**src/rtl/timing_nco_loop_pkg.sv**
```systemverilog
// Shared types and constants for the MSK symbol-timing loop.
// tau is an unsigned Q5.27 sample offset; loop arithmetic uses 34-bit signed values.
package msk_timing_pkg;

  localparam int FRAC_W = 27;
  localparam int PH_W   = 5;
  localparam int ACC_W  = 34;

  typedef logic [31:0]             tau_t;
  typedef logic signed [ACC_W-1:0] acc_t;

  typedef enum logic [1:0] {
    SLIP_NONE = 2'b00,
    SLIP_OVF  = 2'b01,
    SLIP_UDF  = 2'b10
  } slip_e;

  // Modulus of tau: OSF samples expressed in Q5.27.
  function automatic acc_t tau_mod(input int osf);
    return acc_t'(osf) <<< FRAC_W;
  endfunction

endpackage

```
**src/rtl/timing_nco_loop_if.sv**
```systemverilog
// Sample/error inputs and re-timed outputs of the timing controller.
// The master drives the raw stream and TED errors; the slave is the controller.
interface timing_nco_loop_if
  import msk_timing_pkg::*;
#(
  parameter int WIQ = 16,
  parameter int WE  = 18
);

  logic [WIQ-1:0]       i_raw_i;
  logic [WIQ-1:0]       q_raw_i;
  logic                 iq_raw_val_i;
  logic signed [WE-1:0] ted_err_i;
  logic                 ted_val_i;

  logic [WIQ-1:0]       i_raw_o;
  logic [WIQ-1:0]       q_raw_o;
  logic                 iq_raw_val_o;
  logic                 sym_valid_o;
  logic [PH_W-1:0]      phase_int_o;
  logic [FRAC_W-1:0]    mu_o;
  logic [1:0]           slip_o;
  logic [31:0]          integ_o;

  modport master (
    output i_raw_i, q_raw_i, iq_raw_val_i, ted_err_i, ted_val_i,
    input  i_raw_o, q_raw_o, iq_raw_val_o, sym_valid_o, phase_int_o, mu_o, slip_o, integ_o
  );

  modport slave (
    input  i_raw_i, q_raw_i, iq_raw_val_i, ted_err_i, ted_val_i,
    output i_raw_o, q_raw_o, iq_raw_val_o, sym_valid_o, phase_int_o, mu_o, slip_o, integ_o
  );

endinterface

```
**src/rtl/timing_nco_loop_filter.sv**
```systemverilog
// PI loop filter: registers the TED error, then produces a clamped tau step
// and updates the saturating integrator one cycle later.
module timing_loop_filter
  import msk_timing_pkg::*;
#(
  parameter int     WE       = 18,
  parameter int     KP_SHIFT = 2,
  parameter int     KI_SHIFT = 8,
  parameter longint INT_LIM  = 64'sd67108864
) (
  input  logic                 clk,
  input  logic                 rst,
  input  logic signed [WE-1:0] err_i,
  input  logic                 err_val_i,
  output acc_t                 delta_o,
  output logic                 delta_val_o,
  output logic signed [31:0]   integ_o
);

  localparam acc_t LIM      = acc_t'(INT_LIM);
  localparam acc_t STEP_MAX = acc_t'(1) <<< FRAC_W;
  localparam int   ES_SHIFT = FRAC_W - (WE - 1);

  logic signed [WE-1:0] err_q;
  logic                 err_val_q;
  logic signed [31:0]   integ_q, integ_d;

  acc_t e_s, integ_sum, integ_sat, delta_raw;

  // NOTE: every variable written here gets a value on every path, so no latch is inferred.
  always_comb begin
    e_s       = acc_t'(err_q) <<< ES_SHIFT;
    integ_sum = acc_t'(integ_q) + (e_s >>> KI_SHIFT);

    if (integ_sum > LIM)       integ_sat = LIM;
    else if (integ_sum < -LIM) integ_sat = -LIM;
    else                       integ_sat = integ_sum;

    delta_raw = (e_s >>> KP_SHIFT) + integ_sat;

    if (delta_raw > STEP_MAX)       delta_o = STEP_MAX;
    else if (delta_raw < -STEP_MAX) delta_o = -STEP_MAX;
    else                            delta_o = delta_raw;

    integ_d = err_val_q ? integ_sat[31:0] : integ_q;
  end

  // NOTE: state registers use non-blocking assignments so all flops update from pre-edge values.
  always_ff @(posedge clk) begin
    if (rst) begin
      err_q     <= '0;
      err_val_q <= 1'b0;
      integ_q   <= '0;
    end else begin
      err_q     <= err_i;
      err_val_q <= err_val_i;
      integ_q   <= integ_d;
    end
  end

  assign delta_val_o = err_val_q;
  assign integ_o     = integ_q;

endmodule

```
**src/rtl/timing_nco_loop.sv**
```systemverilog
// Symbol-timing controller: re-times the raw I/Q stream, counts samples into
// symbol strobes and maintains tau (phase_int/mu) under PI loop control.
module timing_nco_loop
  import msk_timing_pkg::*;
#(
  parameter int     OSF      = 20,
  parameter int     WIQ      = 16,
  parameter int     WE       = 18,
  parameter int     KP_SHIFT = 2,
  parameter int     KI_SHIFT = 8,
  parameter longint INT_LIM  = 64'sd67108864,
  parameter tau_t   TAU_INIT = 32'd1342177280   // 10.0 samples
) (
  input logic              clk,
  input logic              rst,
  timing_nco_loop_if.slave bus
);

  localparam acc_t            TAU_MOD  = tau_mod(OSF);
  localparam logic [PH_W-1:0] CNT_LAST = PH_W'(OSF - 1);

  logic [PH_W-1:0]   cnt_q, cnt_d;
  tau_t              tau_q, tau_d;
  slip_e             slip_q, slip_d;
  logic [WIQ-1:0]    i_q, q_q;
  logic              val_q, sym_q;
  logic [PH_W-1:0]   phase_q;
  logic [FRAC_W-1:0] mu_q;

  acc_t               delta, tau_sum;
  logic               delta_val;
  logic signed [31:0] integ;
  logic               strobe;

  timing_loop_filter #(
    .WE       (WE),
    .KP_SHIFT (KP_SHIFT),
    .KI_SHIFT (KI_SHIFT),
    .INT_LIM  (INT_LIM)
  ) u_filter (
    .clk         (clk),
    .rst         (rst),
    .err_i       (bus.ted_err_i),
    .err_val_i   (bus.ted_val_i),
    .delta_o     (delta),
    .delta_val_o (delta_val),
    .integ_o     (integ)
  );

  // Strobe cadence is set by the counter alone; tau only moves the interpolation point.
  assign strobe = bus.iq_raw_val_i && (cnt_q == CNT_LAST);

  always_comb begin
    cnt_d = cnt_q;
    if (bus.iq_raw_val_i) cnt_d = strobe ? '0 : cnt_q + 1'b1;
  end

  // |delta| <= one sample, so a single add or subtract of the modulus restores range.
  always_comb begin
    tau_d   = tau_q;
    slip_d  = SLIP_NONE;
    tau_sum = acc_t'({2'b00, tau_q}) + delta;
    if (delta_val) begin
      if (tau_sum >= TAU_MOD) begin
        tau_d  = tau_t'(tau_sum - TAU_MOD);
        slip_d = SLIP_OVF;
      end else if (tau_sum < 0) begin
        tau_d  = tau_t'(tau_sum + TAU_MOD);
        slip_d = SLIP_UDF;
      end else begin
        tau_d  = tau_t'(tau_sum);
      end
    end
  end

  always_ff @(posedge clk) begin
    if (rst) begin
      cnt_q   <= '0;
      tau_q   <= TAU_INIT;
      slip_q  <= SLIP_NONE;
      i_q     <= '0;
      q_q     <= '0;
      val_q   <= 1'b0;
      sym_q   <= 1'b0;
      phase_q <= '0;
      mu_q    <= '0;
    end else begin
      cnt_q  <= cnt_d;
      tau_q  <= tau_d;
      slip_q <= slip_d;
      i_q    <= bus.i_raw_i;
      q_q    <= bus.q_raw_i;
      val_q  <= bus.iq_raw_val_i;
      sym_q  <= strobe;
      if (strobe) begin
        phase_q <= tau_q[FRAC_W +: PH_W];
        mu_q    <= tau_q[FRAC_W-1:0];
      end
    end
  end

  assign bus.i_raw_o      = i_q;
  assign bus.q_raw_o      = q_q;
  assign bus.iq_raw_val_o = val_q;
  assign bus.sym_valid_o  = sym_q;
  assign bus.phase_int_o  = phase_q;
  assign bus.mu_o         = mu_q;
  assign bus.slip_o       = slip_q;
  assign bus.integ_o      = integ;

endmodule

```
**src/flat_wrapper.sv**
```systemverilog
// flat-port wrapper written by rule: the top's interface ports become plain ports
module timing_nco_loop_flat import msk_timing_pkg::*;
#(
  parameter int     OSF      = 20,
  parameter int     WIQ      = 16,
  parameter int     WE       = 18,
  parameter int     KP_SHIFT = 2,
  parameter int     KI_SHIFT = 8,
  parameter longint INT_LIM  = 64'sd67108864,
  parameter tau_t   TAU_INIT = 32'd1342177280                  
)
  (clk, rst, bus_i_raw_i, bus_q_raw_i, bus_iq_raw_val_i, bus_ted_err_i, bus_ted_val_i, bus_i_raw_o, bus_q_raw_o, bus_iq_raw_val_o, bus_sym_valid_o, bus_phase_int_o, bus_mu_o, bus_slip_o, bus_integ_o);
  timing_nco_loop_if #(.WIQ(WIQ), .WE(WE)) bus_i ();
  input logic clk;
  input logic rst;
  input wire logic [$bits(bus_i.i_raw_i)-1:0] bus_i_raw_i;
  input wire logic [$bits(bus_i.q_raw_i)-1:0] bus_q_raw_i;
  input wire logic [$bits(bus_i.iq_raw_val_i)-1:0] bus_iq_raw_val_i;
  input wire logic [$bits(bus_i.ted_err_i)-1:0] bus_ted_err_i;
  input wire logic [$bits(bus_i.ted_val_i)-1:0] bus_ted_val_i;
  output wire logic [$bits(bus_i.i_raw_o)-1:0] bus_i_raw_o;
  output wire logic [$bits(bus_i.q_raw_o)-1:0] bus_q_raw_o;
  output wire logic [$bits(bus_i.iq_raw_val_o)-1:0] bus_iq_raw_val_o;
  output wire logic [$bits(bus_i.sym_valid_o)-1:0] bus_sym_valid_o;
  output wire logic [$bits(bus_i.phase_int_o)-1:0] bus_phase_int_o;
  output wire logic [$bits(bus_i.mu_o)-1:0] bus_mu_o;
  output wire logic [$bits(bus_i.slip_o)-1:0] bus_slip_o;
  output wire logic [$bits(bus_i.integ_o)-1:0] bus_integ_o;
  assign bus_i.i_raw_i = bus_i_raw_i;
  assign bus_i.q_raw_i = bus_q_raw_i;
  assign bus_i.iq_raw_val_i = bus_iq_raw_val_i;
  assign bus_i.ted_err_i = bus_ted_err_i;
  assign bus_i.ted_val_i = bus_ted_val_i;
  assign bus_i_raw_o = bus_i.i_raw_o;
  assign bus_q_raw_o = bus_i.q_raw_o;
  assign bus_iq_raw_val_o = bus_i.iq_raw_val_o;
  assign bus_sym_valid_o = bus_i.sym_valid_o;
  assign bus_phase_int_o = bus_i.phase_int_o;
  assign bus_mu_o = bus_i.mu_o;
  assign bus_slip_o = bus_i.slip_o;
  assign bus_integ_o = bus_i.integ_o;
  timing_nco_loop #(.OSF(OSF), .WIQ(WIQ), .WE(WE), .KP_SHIFT(KP_SHIFT), .KI_SHIFT(KI_SHIFT), .INT_LIM(INT_LIM), .TAU_INIT(TAU_INIT)) u_core (.clk(clk), .rst(rst), .bus(bus_i));
endmodule
```
**config.mk**
```make
export PLATFORM = sky130hd
export DESIGN_NAME = timing_nco_loop_flat
export DESIGN_NICKNAME = d
export VERILOG_FILES = /design/src/rtl/timing_nco_loop_pkg.sv /design/src/rtl/timing_nco_loop_if.sv /design/src/rtl/timing_nco_loop_filter.sv /design/src/rtl/timing_nco_loop.sv /design/src/flat_wrapper.sv
export SDC_FILE = /design/constraint.sdc
export NUM_CORES = 1
export LEC_CHECK = 0
export ABC_CLOCK_PERIOD_IN_PS = 16510
export BUFFER_PORTS_ARGS = -buffer_cell sky130_fd_sc_hd__buf_2
export CORE_ASPECT_RATIO = 0.8
export CORE_MARGIN = 8
export CORE_UTILIZATION = 60
export CTS_BUF_LIST = sky130_fd_sc_hd__clkbuf_4 sky130_fd_sc_hd__clkbuf_8 sky130_fd_sc_hd__clkbuf_16
export DETAILED_ROUTE_END_ITERATION = 8
export HOLD_SLACK_MARGIN = 0.03
export PLACE_DENSITY = 0.82
export REMOVE_ABC_BUFFERS = 1
export SYNTH_ARGS = -nofsm -noshare
export SYNTH_HDL_FRONTEND = slang
export SYNTH_SLANG_ARGS = --single-unit
```
**constraint.sdc**
```tcl
create_clock -name clk -period 16.51 [get_ports clk]
set_input_delay 1.651 -clock clk [delete_from_list [all_inputs] [get_ports clk]]
set_output_delay 1.651 -clock clk [all_outputs]
set_load 0.01 [all_outputs]
```
### Yosys cells after proc, flatten, opt, wreduce, memory -nomap -nowiden

Cells that the tools add are included.

| operators by class | value |
|---|---|
| $add $sub $neg | 6 |
| $lt $le $gt $ge | 6 |
| equal/unequal tests | 1 |
| muxes and demuxes | 9 |
| bitwise logic cells | 1 |
| reductions and logical operators | 3 |

Operator list:

| kind | number |
|---|---|
| $mux 34 | 4 |
| $mux 32 | 2 |
| $add 26x34->34 | 1 |
| $add 33x34->34 | 1 |
| $ge 34x33->1 const B | 1 |
| $gt 34x29->1 const B | 1 |
| $lt 34x1->1 const B | 1 |
| $lt 34x28->1 const B | 1 |
| $add 32x20->33 | 1 |
| $gt 33x28->1 const B | 1 |
| $lt 33x27->1 const B | 1 |
| $add 32x32->32 const B | 1 |
| $sub 32x32->32 const B | 1 |
| $add 5x1->5 const B | 1 |
| $eq 5x5->1 const B | 1 |
| $mux 5 | 1 |
| $reduce_or 3->1 | 1 |
| $mux 2 | 1 |
| $reduce_or 2->1 | 1 |
| $logic_and 1x1->1 | 1 |
| $mux 1 | 1 |
| $not 1->1 | 1 |

| word-level totals | value |
|---|---|
| register bits | 156 |
| output and inout bits | 100 |

### Depth between registers and ports, before layout

| logic depth | value |
|---|---|
| word-level depth | 12 |
| mapped depth | 46 |

### Cells and area by module

From an unflattened synthesis, not the netlist that was laid out.

| unflattened totals | value |
|---|---|
| cell total of the unflattened synthesis | 1462 |
| area, all modules | 11606.1 um^2 |

By module, submodules not included:

| module | instances | cells an instance | area each (um^2) | sequential area each (um^2) |
|---|---|---|---|---|
| timing_loop_filter | 1 | 824 | 6150.9 | 1021.0 |
| timing_nco_loop | 1 | 638 | 5455.2 | 2102.0 |

### Worst setup path after synthesis

No wires, ideal clock.

| timing path | value |
|---|---|
| path type | reg-to-reg |
| from | reg u_core.u_filter.integ_q[2] (netlist: u_core.u_filter.integ_o[2]) |
| to | reg u_core.tau_q[31] |
| setup time | 0.116 ns |
| arrival time | 10.429 ns |
| path slack | 5.966 ns |
| cell stages (with the launch flop) | 44 |
| path buffers | 3 |
| cell sequence | dfxtp_1 > ha_1 > fa_1 > a21o_1 > a221o_1 > a21oi_1 > o21ai_0 > xor2_1 > nor3_1 > and4b_1 > a31oi_1 > or4_1 > clkbuf_1 > a21oi_1 > buf_2 > and2_1 > ha_1 > a2111oi_0 > (+8 left out) > or2b_4 > and2b_1 > clkbuf_1 > and3_1 > ha_1 > a2111o_1 > a311o_1 > and3_1 > a31oi_2 > nor2_1 > o31a_1 > or2_1 > a32o_1 > a221o_1 > and2_1 > and2_4 > o32a_1 > a31o_1 |

| on the way | value |
|---|---|
| cells in the longest elaborated chain, start to end | 12 |

Ends and longest elaborated chain:

| item | line | text |
|---|---|---|
| start: declaration | timing_nco_loop_filter.sv:26 | `logic signed [31:0] integ_q, integ_d;` |
| start signal: assignment | timing_nco_loop_filter.sv:57 | `integ_q <= integ_d;` |
| $add 32x20->33 (*) | timing_nco_loop_filter.sv:33 | `integ_sum = acc_t'(integ_q) + (e_s >>> KI_SHIFT);` |
| $lt 33x27->1 | timing_nco_loop_filter.sv:36 | `else if (integ_sum < -LIM) integ_sat = -LIM;` |
| $mux 34 | timing_nco_loop_filter.sv:36 |  |
| $mux 34 (*) | timing_nco_loop_filter.sv:35 | `if (integ_sum > LIM) integ_sat = LIM;` |
| net u_core.u_filter.integ_sat[14] | timing_nco_loop_filter.sv:28 | `acc_t e_s, integ_sum, integ_sat, delta_raw;` |
| $add 26x34->34 (*) | timing_nco_loop_filter.sv:39 | `delta_raw = (e_s >>> KP_SHIFT) + integ_sat;` |
| $lt 34x28->1 | timing_nco_loop_filter.sv:42 | `else if (delta_raw < -STEP_MAX) delta_o = -STEP_MAX;` |
| $mux 34 | timing_nco_loop_filter.sv:42 |  |
| $mux 34 (*) | timing_nco_loop_filter.sv:41 | `if (delta_raw > STEP_MAX) delta_o = STEP_MAX;` |
| $add 33x34->34 (*) | timing_nco_loop.sv:62 | `tau_sum = acc_t'({2'b00, tau_q}) + delta;` |
| $add 32x32->32 / $lt 34x1->1 (equally long branches) | timing_nco_loop.sv:68, timing_nco_loop.sv:67 |  |
| $mux 32 | timing_nco_loop.sv:67 | `end else if (tau_sum < 0) begin` |
| $mux 32 (*) | timing_nco_loop.sv:64 | `if (tau_sum >= TAU_MOD) begin` |
| end signal: assignment | timing_nco_loop.sv:89 | `tau_q <= tau_d;` |
| end: declaration | timing_nco_loop.sv:23 | `tau_t tau_q, tau_d;` |

Mark *: on every way through the listed nets, which the timed path passes. The rest lies on a longest branch.
A chain may end at the register's enable or synchronous reset.

### Final worst setup path

Same ends and word-level chain as after synthesis.

==> impl_metrics.csv <==
group,metric,value,unit
outcome,status,"completed",
setup_path,critPathLaunchType,"register",
setup_path,ff2ff_setup_slack,4430,ps
setup_path,max_stage_delay,680,ps
hold_path,whs_path_depth,2,
setup_path,critPathKind,"reg -> reg",
sta,fin_setup_tns,0,ps
power_and_ir_drop,sw_frac_of_total,35.3,%
routing,wl,29400,um
final_layout,fin_nets,1592,
routing,drc,0,
synth,syn-instance-count,1329,
run,cap_violations,0,
sta,setup-violations-final,0,
power_and_ir_drop,ir_worst_vdd,68.5,uV
placed_design,port_buffers,153,
global_routing,grt_max_degree,86,
setup_path,cp_slowest_cell,"or4_1",
sta,fin_crit_sh,73.2,%
synth,synthArstFlopShare,0,%
sta,finalWorstSetupSlack,4430,ps
global_routing,overflow,0,
clocking,ctsHoldBuffers,0,
die,core_area,17400,um^2
final_layout,fill_cells,1441,
synth,synth_area,10700,um^2
clocking,clock_sinks,156,
hold_path,hold_path_class,"reg -> reg",
setup_path,timing.rr.end,"u_core.tau_q[31]$_SDFFE_PP0P_",
power_and_ir_drop,seqPwrFrac,35.8,%
clocking,post_cts_resized,0,
synth,synth_edf_count,0,
power_and_ir_drop,p_leak,5.52,nW
clocking,cts_tree,"yes",
synth,synth_area_per_cell,8.05,um^2
hold_path,holdPathEnd,"u_core.bus.mu_o[24]$_SDFFE_PP0P_",
sta,max_freq,82.8,MHz
clocking,clockRootBuffer,"clkbuf_16",
sta,whs,452,ps
clocking,htree_levels,4,
setup_path,r2r_start,"u_core.u_filter.integ_o[2]$_SDFFE_PP0P_",
final_layout,area_delta_synth_final,13.4,%
die,die-area,22400,um^2
setup_path,critPathRequiredTime,16840,ps
power_and_ir_drop,power_density,93.0,nW/um^2
routing,drt_pass1_iterations,6,
power_and_ir_drop,combPwrFrac,28.6,%
die,start_util,61.5,%
setup_path,critPathArrivalTime,12410,ps
sta,slew_headroom,24.4,%
routing,wl_per_cell,17.5,um
routing,antenna_left,0,
final_layout,final_core_util,69.8,%
sta,finalMaxSlewViolations,0,
sta,grt_setup_unrepaired,"false",
final_layout,drive_gt1_share,15.3,%
global_routing,antenna_found_initial,0,
placed_design,place_congestion,1.04,
routing,num_vias,10300,
clocking,clk_pin_slew,70,ps
die,ioPinCount,154,
placed_design,pre_cts_ws,4660,ps
hold_path,hold_start,"u_core.bus.mu_o[24]$_SDFFE_PP0P_",
synth,synthFlopType,"dfxtp_1",
die,rows,43,
setup_path,cp_common_cell,"ha_1",
power_and_ir_drop,power_switching,398,uW
power_and_ir_drop,p_clk_share,35.5,%
die,die_w,165,um
sta,skew,13.7,ps
clocking,cts_buffer_depth,2,
sta,hold_viol_final,0,
synth,synth_seq_cells,156,
synth,yosysWarningCount,0,
global_routing,grt_pass1_vias,9724,
die,die_h,135,um
global_routing,grt_pass1_wl,48000,um
final_layout,antenna_cells,0,
global_routing,grt.total_usage,26.2,%
setup_path,ff2ff_path_depth,41,
synth,yosysUniqueCellTypes,86,
setup_path,end_kind,"register",
setup_path,crit_fanout,17,
sta,layout_min_cycle_time,12080,ps
power_and_ir_drop,power.internal,730,uW
clocking,clk_latency,440,ps
power_and_ir_drop,p_total,1.13,mW
synth,ys_seq_area_share,29.2,%
routing,drtIter0Drc,1027,
clocking,post_cts_buffers,0,
sta,tightest_slew,1130,ps
routing,vias_per_cell,6.15,
clocking,cts-buffers-inserted,17,
placed_design,hpwl,22200,um
-- area by class of cell --
cell class              count  area (um^2)  area share [%]
inverters                  25         93.8           0.774
clock buffers              17          425            3.51
flip-flops and latches    156         3120            25.8
repair buffers            158          806            6.64
well taps                 225          282            2.32
multi-input cells        1085         7210            59.4
clock inverters            15          194            1.60
-- cell usage in the layout (no fill, tap or decap), types with 28 or more instances in the layout --
cell type and instances:
a21o_1 36, a21oi_1 145, buf_2 152, dfxtp_1 155, ha_1 92, mux2i_1 31, nand2_1 158, nand3_1 28
nor2_1 111, nor2b_1 60, o21ai_0 42, xnor2_1 45, xor2_1 33
-- worst max path at each step --
stage,end,slack [ps],cells past startpoint,start
CTS,u_core.tau_q[31]$_SDFFE_PP0P_,4580,41,u_core.u_filter.integ_o[2]$_SDFFE_PP0P_
finish,u_core.tau_q[31]$_SDFFE_PP0P_,4430,41,u_core.u_filter.integ_o[2]$_SDFFE_PP0P_
global placement,u_core.tau_q[31]$_SDFFE_PP0P_,4940,41,u_core.u_filter.integ_o[2]$_SDFFE_PP0P_
detailed placement,u_core.tau_q[31]$_SDFFE_PP0P_,4660,41,u_core.u_filter.integ_o[2]$_SDFFE_PP0P_
global route,u_core.tau_q[31]$_SDFFE_PP0P_,3850,39,u_core.u_filter.err_q[17]$_SDFF_PP0_
floorplan,u_core.tau_q[31]$_SDFFE_PP0P_,5690,40,u_core.u_filter.integ_o[2]$_SDFFE_PP0P_
-- state kept, by name, summed over array words and instances (netlist names) --
name and cells:
u_core.tau_q 32, u_core.u_filter.integ_o 32, u_core.bus.mu_o 27, u_core.u_filter.err_q 18, u_core.bus.i_raw_o 16, u_core.bus.q_raw_o 16
u_core.bus.phase_int_o 5, u_core.cnt_q 5, u_core.bus.slip_o 2, u_core.bus.iq_raw_val_o 1, u_core.bus.sym_valid_o 1, u_core.u_filter.delta_val_o 1
-- cells by family after synthesis --
logic type / synth area share, %
AND/OR/NAND/NOR: 23.8
AO/OA/AOI/OAI: 22.6
flip-flops: 29.2
adder cells (fa/ha/maj): 11.3
buffers and inverters: 3.46
XOR/XNOR: 6.39
multiplexers: 3.22
-- power groups by stage --
stage	clock network (mW)	registers [mW]	logic, mW
detailed placement	0	0.412	0.313
global placement	0	0.412	0.309
finish	0.401	0.404	0.323
CTS	0.407	0.404	0.317
floorplan	0	0.412	0.233
global route	0.423	0.406	0.353
-- worst max-delay path, delay by kind of cell, from the launching register on --
kind / cells / cell delay (ps)
adder cells (fa/ha/maj): 4 / 1210
flip-flops: 1 / 330
AND/OR/NAND/NOR: 19 / 5380
AO/OA/AOI/OAI: 16 / 4660
XOR/XNOR: 2 / 370
-- stage by stage --
step                      std cells  instance area (um^2)
final                          1681                 12100
after global routing           1681                 12100
after CTS                      1681                 12100
after detailed placement       1649                 11500
after global placement         1649                 11500
after floorplan                1266                 10400
-- per-layer routing --
| metal | vias to the layer above | GRT usage (%) | share of wire (%) | wire, um |
|---|---|---|---|---|
| li1 | 5010 | - | - | - |
| met1 | 4867 | 36.3 | 47 | 13700 |
| met2 | 420 | 40.0 | 44 | 12800 |
| met3 | 41 | 6.26 | 8.2 | 2420 |
| met4 | 0 | 6.99 | 1.6 | 463 |
| met5 | - | 0 | 0 | 0 |
-- cells in the mapped netlist, types with 31 or more instances --
cell type	n	area share [%]
a21o_1	36	2.5
a21oi_1	145	6.8
clkbuf_1	43	1.5
dfxtp_1	156	29
ha_1	92	11
mux2i_1	31	2.9
nand2_1	158	5.5
nor2_1	111	3.9
nor2b_1	60	3.5
o21ai_0	42	2.0
xnor2_1	45	3.7
xor2_1	33	2.7
Power figures use the tool's default switching activity.
